File: config.mk
export PLATFORM = sky130hd
export DESIGN_NAME = hwpf_req_sink
export DESIGN_NICKNAME = d
export VERILOG_FILES = /design/src/rtl/hwpf_req_sink.sv
export SDC_FILE = /design/constraint.sdc
export NUM_CORES = 1
export LEC_CHECK = 0
export CAP_MARGIN = 40
export CELL_PAD_IN_SITES_DETAIL_PLACEMENT = 0
export CELL_PAD_IN_SITES_GLOBAL_PLACEMENT = 2
export CORE_MARGIN = 1.5
export CORE_UTILIZATION = 43
export CTS_CLUSTER_DIAMETER = 120
export DETAILED_ROUTE_END_ITERATION = 7
export HOLD_SLACK_MARGIN = 0.02
export PLACE_DENSITY = 0.82
export SYNTH_ARGS = -nofsm -noshare
export SYNTH_HDL_FRONTEND = slang
export SYNTH_SLANG_ARGS = --single-unit
File: constraint.sdc
create_clock -name clk_i -period 5.8 [get_ports clk_i]
set_input_delay 1.16 -clock clk_i [delete_from_list [all_inputs] [get_ports clk_i]]
set_output_delay 1.16 -clock clk_i [all_outputs]
set_load 0.01 [all_outputs]
File: src/rtl/hwpf_req_sink.sv
// Prefetch request sink: aligns and dedups line requests, queues them, and issues them to
// the dcache port whenever the CPU leaves it idle, tracking outstanding requests per slot.
module hwpf_req_sink #(
    parameter  int unsigned ADDR_WIDTH   = 40,
    parameter  int unsigned LINE_BYTES   = 64,
    parameter  int unsigned QUEUE_DEPTH  = 4,
    parameter  int unsigned MAX_INFLIGHT = 4,
    localparam int unsigned TW           = $clog2(MAX_INFLIGHT)
) (
    input  logic                  clk_i,
    input  logic                  rst_ni,
    input  logic                  flush_i,
    input  logic                  pf_req_valid_i,
    output logic                  pf_req_ready_o,
    input  logic [ADDR_WIDTH-1:0] pf_req_addr_i,
    input  logic                  cpu_busy_i,
    output logic                  mem_req_valid_o,
    input  logic                  mem_req_ready_i,
    output logic [ADDR_WIDTH-1:0] mem_req_addr_o,
    output logic [TW-1:0]         mem_req_tid_o,
    input  logic                  mem_rsp_valid_i,
    input  logic [TW-1:0]         mem_rsp_tid_i,
    output logic                  dropped_o,
    output logic [TW:0]           inflight_cnt_o
);
    localparam int unsigned OB = $clog2(LINE_BYTES);
    localparam int unsigned QW = $clog2(QUEUE_DEPTH);
    localparam logic [QW:0]             PTR_ONE  = {{QW{1'b0}}, 1'b1};
    localparam logic [MAX_INFLIGHT-1:0] SLOT_ONE = {{(MAX_INFLIGHT-1){1'b0}}, 1'b1};

    function automatic logic [TW:0] popcount(input logic [MAX_INFLIGHT-1:0] v);
        logic [TW:0] n;
        n = '0;
        for (int i = 0; i < MAX_INFLIGHT; i++) begin
            n = n + {{TW{1'b0}}, v[i]};
        end
        return n;
    endfunction

    logic [ADDR_WIDTH-1:0]   r_fifo [QUEUE_DEPTH];
    logic [QW:0]             r_wptr, r_rptr;
    logic [MAX_INFLIGHT-1:0] r_slot_vld;
    logic [ADDR_WIDTH-1:0]   r_slot_addr [MAX_INFLIGHT];
    logic                    r_out_vld;
    logic [ADDR_WIDTH-1:0]   r_out_addr;
    logic [TW-1:0]           r_out_tid;
    logic                    r_dropped;
    logic [TW:0]             r_cnt;

    logic [ADDR_WIDTH-1:0]   w_line, w_head;
    logic [QW:0]             w_count;
    logic [QW-1:0]           w_off;
    logic                    w_empty, w_full, w_push_hs, w_push, w_match;
    logic                    w_slot_free, w_load;
    logic [TW-1:0]           w_free_idx;
    logic [MAX_INFLIGHT-1:0] w_rsp_mask, w_load_mask, w_slot_nxt;

    assign w_line    = {pf_req_addr_i[ADDR_WIDTH-1:OB], {OB{1'b0}}};
    assign w_head    = r_fifo[r_rptr[QW-1:0]];
    assign w_count   = r_wptr - r_rptr;
    assign w_empty   = (w_count == '0);
    assign w_full    = w_count[QW];
    assign w_push_hs = pf_req_valid_i && !w_full;
    assign w_push    = w_push_hs && !w_match && !flush_i;

    assign w_slot_free = ~&r_slot_vld;
    assign w_load      = !w_empty && !cpu_busy_i && w_slot_free && (!r_out_vld || mem_req_ready_i);

    // Duplicate detection against live FIFO entries (head included even if popping), output register and slots.
    always_comb begin
        w_match = 1'b0;
        w_off   = '0;
        for (int i = 0; i < QUEUE_DEPTH; i++) begin
            w_off   = QW'(i) - r_rptr[QW-1:0];
            w_match = w_match | (({1'b0, w_off} < w_count) && (r_fifo[i] == w_line));
        end
        w_match = w_match | (r_out_vld && (r_out_addr == w_line));
        for (int i = 0; i < MAX_INFLIGHT; i++) begin
            w_match = w_match | (r_slot_vld[i] && (r_slot_addr[i] == w_line));
        end
    end

    // Lowest free slot and next occupancy; a slot freed this cycle is never the one reserved.
    always_comb begin
        w_free_idx = '0;
        for (int i = MAX_INFLIGHT - 1; i >= 0; i--) begin
            w_free_idx = r_slot_vld[i] ? w_free_idx : TW'(i);
        end
        w_rsp_mask  = mem_rsp_valid_i ? (SLOT_ONE << mem_rsp_tid_i) : '0;
        w_load_mask = w_load ? (SLOT_ONE << w_free_idx) : '0;
        w_slot_nxt  = (r_slot_vld & ~w_rsp_mask) | w_load_mask;
    end

    // Pending-request FIFO storage and pointers; flush drops everything queued.
    always_ff @(posedge clk_i or negedge rst_ni) begin
        if (!rst_ni) begin
            r_wptr <= '0;
            r_rptr <= '0;
            for (int i = 0; i < QUEUE_DEPTH; i++) begin
                r_fifo[i] <= '0;
            end
        end else if (flush_i) begin
            r_wptr <= '0;
            r_rptr <= '0;
        end else begin
            if (w_push) begin
                r_fifo[r_wptr[QW-1:0]] <= w_line;
                r_wptr                 <= r_wptr + PTR_ONE;
            end
            if (w_load) begin
                r_rptr <= r_rptr + PTR_ONE;
            end
        end
    end

    // In-flight slots, output register and registered status.
    always_ff @(posedge clk_i or negedge rst_ni) begin
        if (!rst_ni) begin
            r_slot_vld <= '0;
            r_out_vld  <= 1'b0;
            r_out_addr <= '0;
            r_out_tid  <= '0;
            r_dropped  <= 1'b0;
            r_cnt      <= '0;
            for (int i = 0; i < MAX_INFLIGHT; i++) begin
                r_slot_addr[i] <= '0;
            end
        end else begin
            r_slot_vld <= w_slot_nxt;
            r_cnt      <= popcount(w_slot_nxt);
            r_dropped  <= w_push_hs && w_match && !flush_i;
            if (w_load) begin
                r_slot_addr[w_free_idx] <= w_head;
                r_out_vld               <= 1'b1;
                r_out_addr              <= w_head;
                r_out_tid               <= w_free_idx;
            end else if (r_out_vld && mem_req_ready_i) begin
                r_out_vld <= 1'b0;
            end
        end
    end

    assign pf_req_ready_o  = !w_full;
    assign mem_req_valid_o = r_out_vld;
    assign mem_req_addr_o  = r_out_addr;
    assign mem_req_tid_o   = r_out_tid;
    assign dropped_o       = r_dropped;
    assign inflight_cnt_o  = r_cnt;

endmodule

== Word-level counts from Yosys, hierarchy flattened ==
Index checks and enable logic that the tools add are counted.
W data, S select, Z words.

* Bits of input ports: 49
* Output and inout bits: 48
* Flip-flop bits (word level): 377
* Word-level logic and storage cells: 116

* Order comparisons: 9
* Eq/ne operators: 9
* Bitwise operators: 15
* Shift operators: 2
* Mux-type cells: 21
* Reduce and logical (&&, ||, !) cells: 34
* $add $sub $neg: 10

{| class="wikitable"
|+ Operators with widths
! cell !! number
|-
| $eq A40 B40 Y1 || 9
|-
| $bwmux W160 || 2
|-
| $demux W40 S2 || 2
|-
| $mux W40 || 4
|-
| $bmux W40 S2 || 1
|-
| $logic_and A1 B1 Y1 || 20
|-
| $lt A2 B3 Y1 || 4
|-
| $mux W3 || 4
|-
| $ge A3 B3 Y1 const B || 3
|-
| $not A2 Y3 || 3
|-
| $mux W2 || 4
|-
| $mux W4 || 2
|-
| $or A1 B1 Y1 || 8
|-
| $shl A1 B2 Y4 const A || 2
|-
| $logic_not A1 Y1 || 7
|-
| $add A3 B1 Y3 const B || 2
|-
| $lt A3 B1 Y1 const B || 2
|-
| $reduce_bool A2 Y1 || 3
|-
| $and A4 B4 Y4 || 1
|-
| $not A4 Y4 || 1
|-
| $or A4 B4 Y4 || 1
|-
| $reduce_and A4 Y1 || 1
|-
| $sub A1 B2 Y2 const A || 2
|-
| $sub A2 B2 Y2 const A || 2
|-
| other kinds (9) || 10
|}

== Depth between registers and ports, before layout ==
* Depth in word-level cells: 16
* Gate-level depth with buffers: 15
* Gate-level depth less buffers: 14

== Worst setup path before layout ==
Ideal clock, no wire load.

* Path type: register to register
* From: reg r_rptr[1]
* To: reg r_cnt[1] (netlist: inflight_cnt_o[1])
* Buffers on the path: 4
* Required time: 5674 ps
* Period minus slack after synthesis: 4362 ps
* Arrival: 4236 ps
* Path slack: 1438 ps
* Cell stages (with the launch flop): 15
* Library setup time: 126 ps
* Cells stage by stage: dfrtp_1 -> clkbuf_1 -> buf_1 -> inv_1 -> fa_1 -> xor3_2 -> nand3_1 -> nand3_1 -> or3b_2 -> clkbuf_1 -> clkbuf_1 -> nand2_1 -> fa_1 -> ha_1 -> ha_1

* Longest elaborated chain between the ends: 11

{| class="wikitable"
|+ Ends and longest elaborated chain
! element !! RTL line !! text
|-
| from (decl) || 41 || <nowiki>logic [QW:0] r_wptr, r_rptr;</nowiki>
|-
| from (signal assigned) || 111 || <nowiki>r_rptr <= r_rptr + PTR_ONE;</nowiki>
|-
| $sub A3 B3 Y3 || 60 || <nowiki>assign w_count = r_wptr - r_rptr;</nowiki>
|-
| $logic_not A3 Y1 || 61 || <nowiki>assign w_empty = (w_count == '0);</nowiki>
|-
| $logic_not A1 Y1 || 67 || <nowiki>assign w_load = !w_empty && !cpu_busy_i && w_slot_free && (!r_out_vld || mem_req_ready_i);</nowiki>
|-
| $logic_and A1 B1 Y1 (3 in a row) || 67 ||
|-
| $mux W4 || 90 || <nowiki>w_load_mask = w_load ? (SLOT_ONE << w_free_idx) : '0;</nowiki>
|-
| $or A4 B4 Y4 || 91 || <nowiki>w_slot_nxt = (r_slot_vld & ~w_rsp_mask) | w_load_mask;</nowiki>
|-
| via w_slot_nxt[1] || 56 || <nowiki>logic [MAX_INFLIGHT-1:0] w_rsp_mask, w_load_mask, w_slot_nxt;</nowiki>
|-
| $add A1 B1 Y2 || 35 || <nowiki>n = n + {{TW{1'b0}}, v[i]};</nowiki>
|-
| $add A2 B1 Y3 || 35 ||
|-
| $add A3 B1 Y3 || 35 ||
|-
| to (signal assigned) || 130 || <nowiki>r_cnt <= popcount(w_slot_nxt);</nowiki>
|-
| to (decl) || 48 || <nowiki>logic [TW:0] r_cnt;</nowiki>
|}

The timed path passes the listed nets, and every way through them passes these cells.
A chain may end at the register's enable or synchronous reset.

== Worst setup path after layout ==
* From: in pf_req_addr_i[15]
* To: reg r_fifo[90] (netlist name)

* Longest elaborated chain between the ends: 14
* Elaborated cells on any way between the ends: 30
* Classes of those cells: eq/ne (9); bitwise (8); reduce/logical (13)

{| class="wikitable"
|+ Ends and longest elaborated chain
! element !! RTL line !! text
|-
| from (decl) || 15 || <nowiki>input logic [ADDR_WIDTH-1:0] pf_req_addr_i,</nowiki>
|-
| $eq A40 B40 Y1 || 75 || <nowiki>w_match = w_match | (({1'b0, w_off} < w_count) && (r_fifo[i] == w_line));</nowiki>
|-
| $logic_and A1 B1 Y1 || 75 ||
|-
| $or A1 B1 Y1 (3 in a row) || 75 ||
|-
| $or A1 B1 Y1 || 77 || <nowiki>w_match = w_match | (r_out_vld && (r_out_addr == w_line));</nowiki>
|-
| $or A1 B1 Y1 (3 in a row) || 79 || <nowiki>w_match = w_match | (r_slot_vld[i] && (r_slot_addr[i] == w_line));</nowiki>
|-
| $or A1 B1 Y1 * || 79 ||
|-
| $logic_not A1 Y1 * || 64 || <nowiki>assign w_push = w_push_hs && !w_match && !flush_i;</nowiki>
|-
| $logic_and A1 B1 Y1 * (2 in a row) || 64 ||
|-
| $reduce_and A2 Y1 (no source line) * || -- ||
|-
| to (signal, indexed assignment) || 107 || <nowiki>r_fifo[r_wptr[QW-1:0]] <= w_line;</nowiki>
|-
| to (decl) || 40 || <nowiki>logic [ADDR_WIDTH-1:0] r_fifo [QUEUE_DEPTH];</nowiki>
|}

Every way passes the cells marked *; elsewhere a longest branch is shown, timed or not.

==> results_tabular.tex <==
\begin{tabular}{lr}
\hline
Metric & Value \\
\hline
\multicolumn{2}{l}{\textbf{Status}} \\
Status & completed \\
\multicolumn{2}{l}{\textbf{Layout}} \\
Sequential Area & around 8100 um\^{}2 \\
Most frequent standard cell in the layout excluding fill and tap cells & dfrtp\_1 \\
Fin cells & 1896 \\
Synthesis-to-finish area growth & 16.5\% \\
Top library cells by usage in the layout, fill and taps aside & dfrtp\_1, mux2\_2, xnor2\_1 \\
Net count reported at finish & 1414 \\
Proportion of layout cells with a drive suffix above 1 & 33.8\% \\
Area of combinational cells with multiple inputs & 8230 um\^{}2 \\
Fill cell total of the finished layout & 3514 \\
Final core utilization & 50.7\% \\
\multicolumn{2}{l}{\textbf{Critical path}} \\
Setup crit start kind & primary input \\
CP Capture Type & register \\
Required @ worst endpoint & 6.21 ns \\
Crit-path slowest cell & clkdlybuf4s50\_1 \\
Maximum net fanout on the critical path & 23 \\
Register-to-Register Path Depth & 14 \\
Arrival time at the worst endpoint & 4.94 ns \\
CP peak stage delay & 0.83 ns \\
Buffer and inverter count on the worst path & 2 \\
Kind of critical path & primary input to register \\
Cell-by-cell listing of the critical path & clkdlybuf4s50\_1, xor2\_1, nor4\_1, nand4\_1, a2111oi\_0, a211o\_1, nor4\_4, nand3\_2, buf\_12, mux2\_2 \\
End of the worst register-to-register path & inflight\_cnt\_o[1] \\
Flop2flop setup slack & approximately 1.4 ns \\
RR Startpoint & r\_wptr[0] \\
Kind of cell with the highest combined delay on the critical path & simple AND/OR/NAND/NOR gates \\
\multicolumn{2}{l}{\textbf{GRT}} \\
Overall fraction of global-route tracks in use & 24.4\% \\
Antenna violations before repair & 1 \\
Maximum number of pins on one net before global-route repair & 131 \\
First-pass GRT wire length & 71800 um \\
Vias in the first global route & 10800 \\
GRT Residual Overflow & 0 \\
\multicolumn{2}{l}{\textbf{Detailed routing}} \\
Average vias per placed instance & 5.52 \\
Remaining number of nets flagged by the antenna check after routing & 0 \\
Number of DRC markers in iteration 0 & 661 \\
Wirelength, routed & roughly 49000 um \\
Remaining routing DRC violations & 0 \\
Number of detailed-route iterations in the first pass & 5 \\
Average wire per standard cell & 25.7 um \\
Vias & between 10000 and 15000 \\
\multicolumn{2}{l}{\textbf{Timing}} \\
Skew final & between 0.015 and 0.02 ns \\
Final critical-path share of the clock period & 78.2\% \\
Min setup slack post-route & 1.27 ns \\
Setup Total Neg Slack & 0 ns \\
Number of pins exceeding their max-slew limit in the final report & 0 \\
Final critical-path required period & 4.53 ns \\
Unrepaired setup endpoints after global routing & false \\
Max transition margin & 35.6\% \\
Worst-Margin Slew & approximately 0.96 ns \\
Highest clock rate & 221 MHz \\
Final Setup Violations & 0 \\
Endpoints failing hold & 0 \\
\multicolumn{2}{l}{\textbf{Synthesis}} \\
Number of enable flip-flop cells after synthesis & 0 \\
Unique masters post-synth & 37 \\
Share of synthesized flip-flops with an asynchronous set or reset & 100\% \\
Proportion of synthesized chip area in sequential cells & around half \\
Synth Cell Area & between 15000 and 20000 um\^{}2 \\
Main area contributors after synthesis & dfrtp\_1, mux2\_2, xnor2\_1 \\
Top flip-flop cell by instance count after synthesis & dfrtp\_1 \\
Total of flip-flops plus latches after synthesis & 323 \\
Library cell occupying the most area in the post-synthesis netlist & dfrtp\_1 \\
Avg Inst Size Synth & about 13 um\^{}2 \\
Yosys warning count & 0 \\
Share of the synthesized area in the top cell type & around half \\
Synth Instances & 1250 \\
\multicolumn{2}{l}{\textbf{Floorplanning}} \\
Starting density of the core & 43.5\% \\
Core area & 38600 um\^{}2 \\
Row Count & 72 \\
Area of the die & $\sim$40000 um\^{}2 \\
Die span in x & roughly 200 um \\
Die Ht & 201 um \\
Count of pins on the block boundary & 97 \\
\multicolumn{2}{l}{\textbf{Placed design}} \\
Gpl congestion & 0.827 \\
Inst Count DP & 1827 \\
DP Wirelength & $\sim$35000 um \\
Pre-CTS worst setup slack & 0.824 ns \\
Port Buffers & 84 \\
\multicolumn{2}{l}{\textbf{Power and ir drop}} \\
Worst supply voltage drop on vdd & around 220 uV \\
Cell area power density & between 500 and 600 nW/um\^{}2 \\
Pleak & 8.24 nW \\
\multicolumn{2}{l}{\textbf{CTS}} \\
Number of buffers inserted by post-CTS setup repair & 0 \\
Clk Latency, worst-skew pair & 0.53 ns \\
TritonCTS clock tree & yes \\
Post-CTS resize count & 0 \\
CTS buffer count & 38 \\
CTS Buffer Depth & 3 \\
Clock root buffer & clkbuf\_16 \\
Clock slew seen by the registers of the worst setup and hold paths & 0.06 ns \\
H-tree Lvls & 2 \\
CTS hold repair buffers & 0 \\
Clk sink count & 323 \\
\multicolumn{2}{l}{\textbf{Hold path}} \\
Type of the worst min-delay path & register to register \\
Hold Crit Depth & 2 \\
Worst Hold Path EP & mem\_req\_tid\_o[1] \\
Hold\_sp & mem\_req\_tid\_o[1] \\
\multicolumn{2}{l}{\textbf{Job}} \\
Maximum capacitance violations & 0 \\
\hline
\end{tabular}
## per-stage QoR
stage,power [mW],hold WS (ns),instance area (um^2)
after floorplan,7.23,0.479,16800
after global placement,8.91,0.463,18300
after detailed placement,9.06,0.475,18300
after CTS,11.5,0.489,19500
after global routing,12.0,0.528,19500
final,11.4,0.484,19500
## layout make-up
cell class	instances	area share, %
Multi-Input combinational cell	841	42.1
Sequential cell	323	41.4
Timing Repair Buffer	134	6.63
Clock buffer	52	5.72
Tap cell	518	3.32
Clock inverter	16	0.627
Inverter	11	0.211
Antenna cell	1	0.0128
## registers in the layout, indices dropped and copies added, names as in the netlist
register and flops:
dropped_o 1, mem_req_tid_o 2, inflight_cnt_o 3, r_slot_vld 4, mem_req_valid_o 1, r_slot_addr 136, r_wptr 3, mem_req_addr_o 34
r_rptr 3, r_fifo 136
## how the worst max path moves through the flow
stage | start | endpoint | cells past startpoint
6_report | pf_req_addr_i[15] | r_fifo[90] | 10
5_1_grt | pf_req_addr_i[10] | r_fifo[90] | 11
4_1_cts | pf_req_addr_i[10] | r_fifo[90] | 11
3_5_place_dp | pf_req_addr_i[10] | r_fifo[99] | 11
3_3_place_gp | pf_req_addr_i[10] | r_fifo[99] | 11
2_1_floorplan | r_rptr[1] | inflight_cnt_o[1] | 14
## Yosys cell counts (all sizes together), types with 2 or more instances
cell type	n
xor2	128
inv	11
nand4	50
a21o	3
nand2	12
xnor2	178
ha	14
nor3	8
nor2b	4
mux2	308
nor4	40
buf	60
nor2	10
dfrtp	323
a2111oi	2
o21ai	10
nand2b	6
clkbuf	20
mux4	34
nand3	17
fa	2
## per-layer routing
layer  vias to the layer above  part of all wire, %  track usage, %
li1                       4614                    -               -
met1                      5515                   45            34.2
met2                       256                   47            39.1
met3                        77                  3.9            3.10
met4                         0                  3.4            8.57
met5                         -                    0               0
## where the power goes
part,internal [mW],switching (mW),leakage [nW],total [mW]
sequential,3.36,0.932,4.06,4.29
clock,1.40,0.965,0.612,2.36
combinational,2.45,2.28,3.57,4.72
total,7.21,4.17,8.24,11.4
## cell families after synthesis
group | count (synthesis) | share of synthesized area, %
AOI/OAI and AO/OA | 21 | 0.820
xor gates and xnor gates | 307 | 16.1
adders and majority gates | 16 | 1.28
buffers and inverters | 91 | 3.00
DFF | 323 | 48.2
muxes | 343 | 25.3
other | 1 | 0.0223
and+or+nand+nor | 148 | 5.29
## worst register-to-register path: stages, from the launching register on
cell and delay (ns):
dfrtp_1 0.44, inv_1 0.17, ha_1 0.19, inv_1 0.06, fa_1 0.37, xor3_2 0.50, nand3_1 0.32, nand3_2 0.14
buf_4 0.29, nor3_4 0.20, buf_4 0.48, a21o_1 0.19, fa_1 0.43, ha_1 0.20, ha_1 0.26
(Power assumes the default switching activity.)
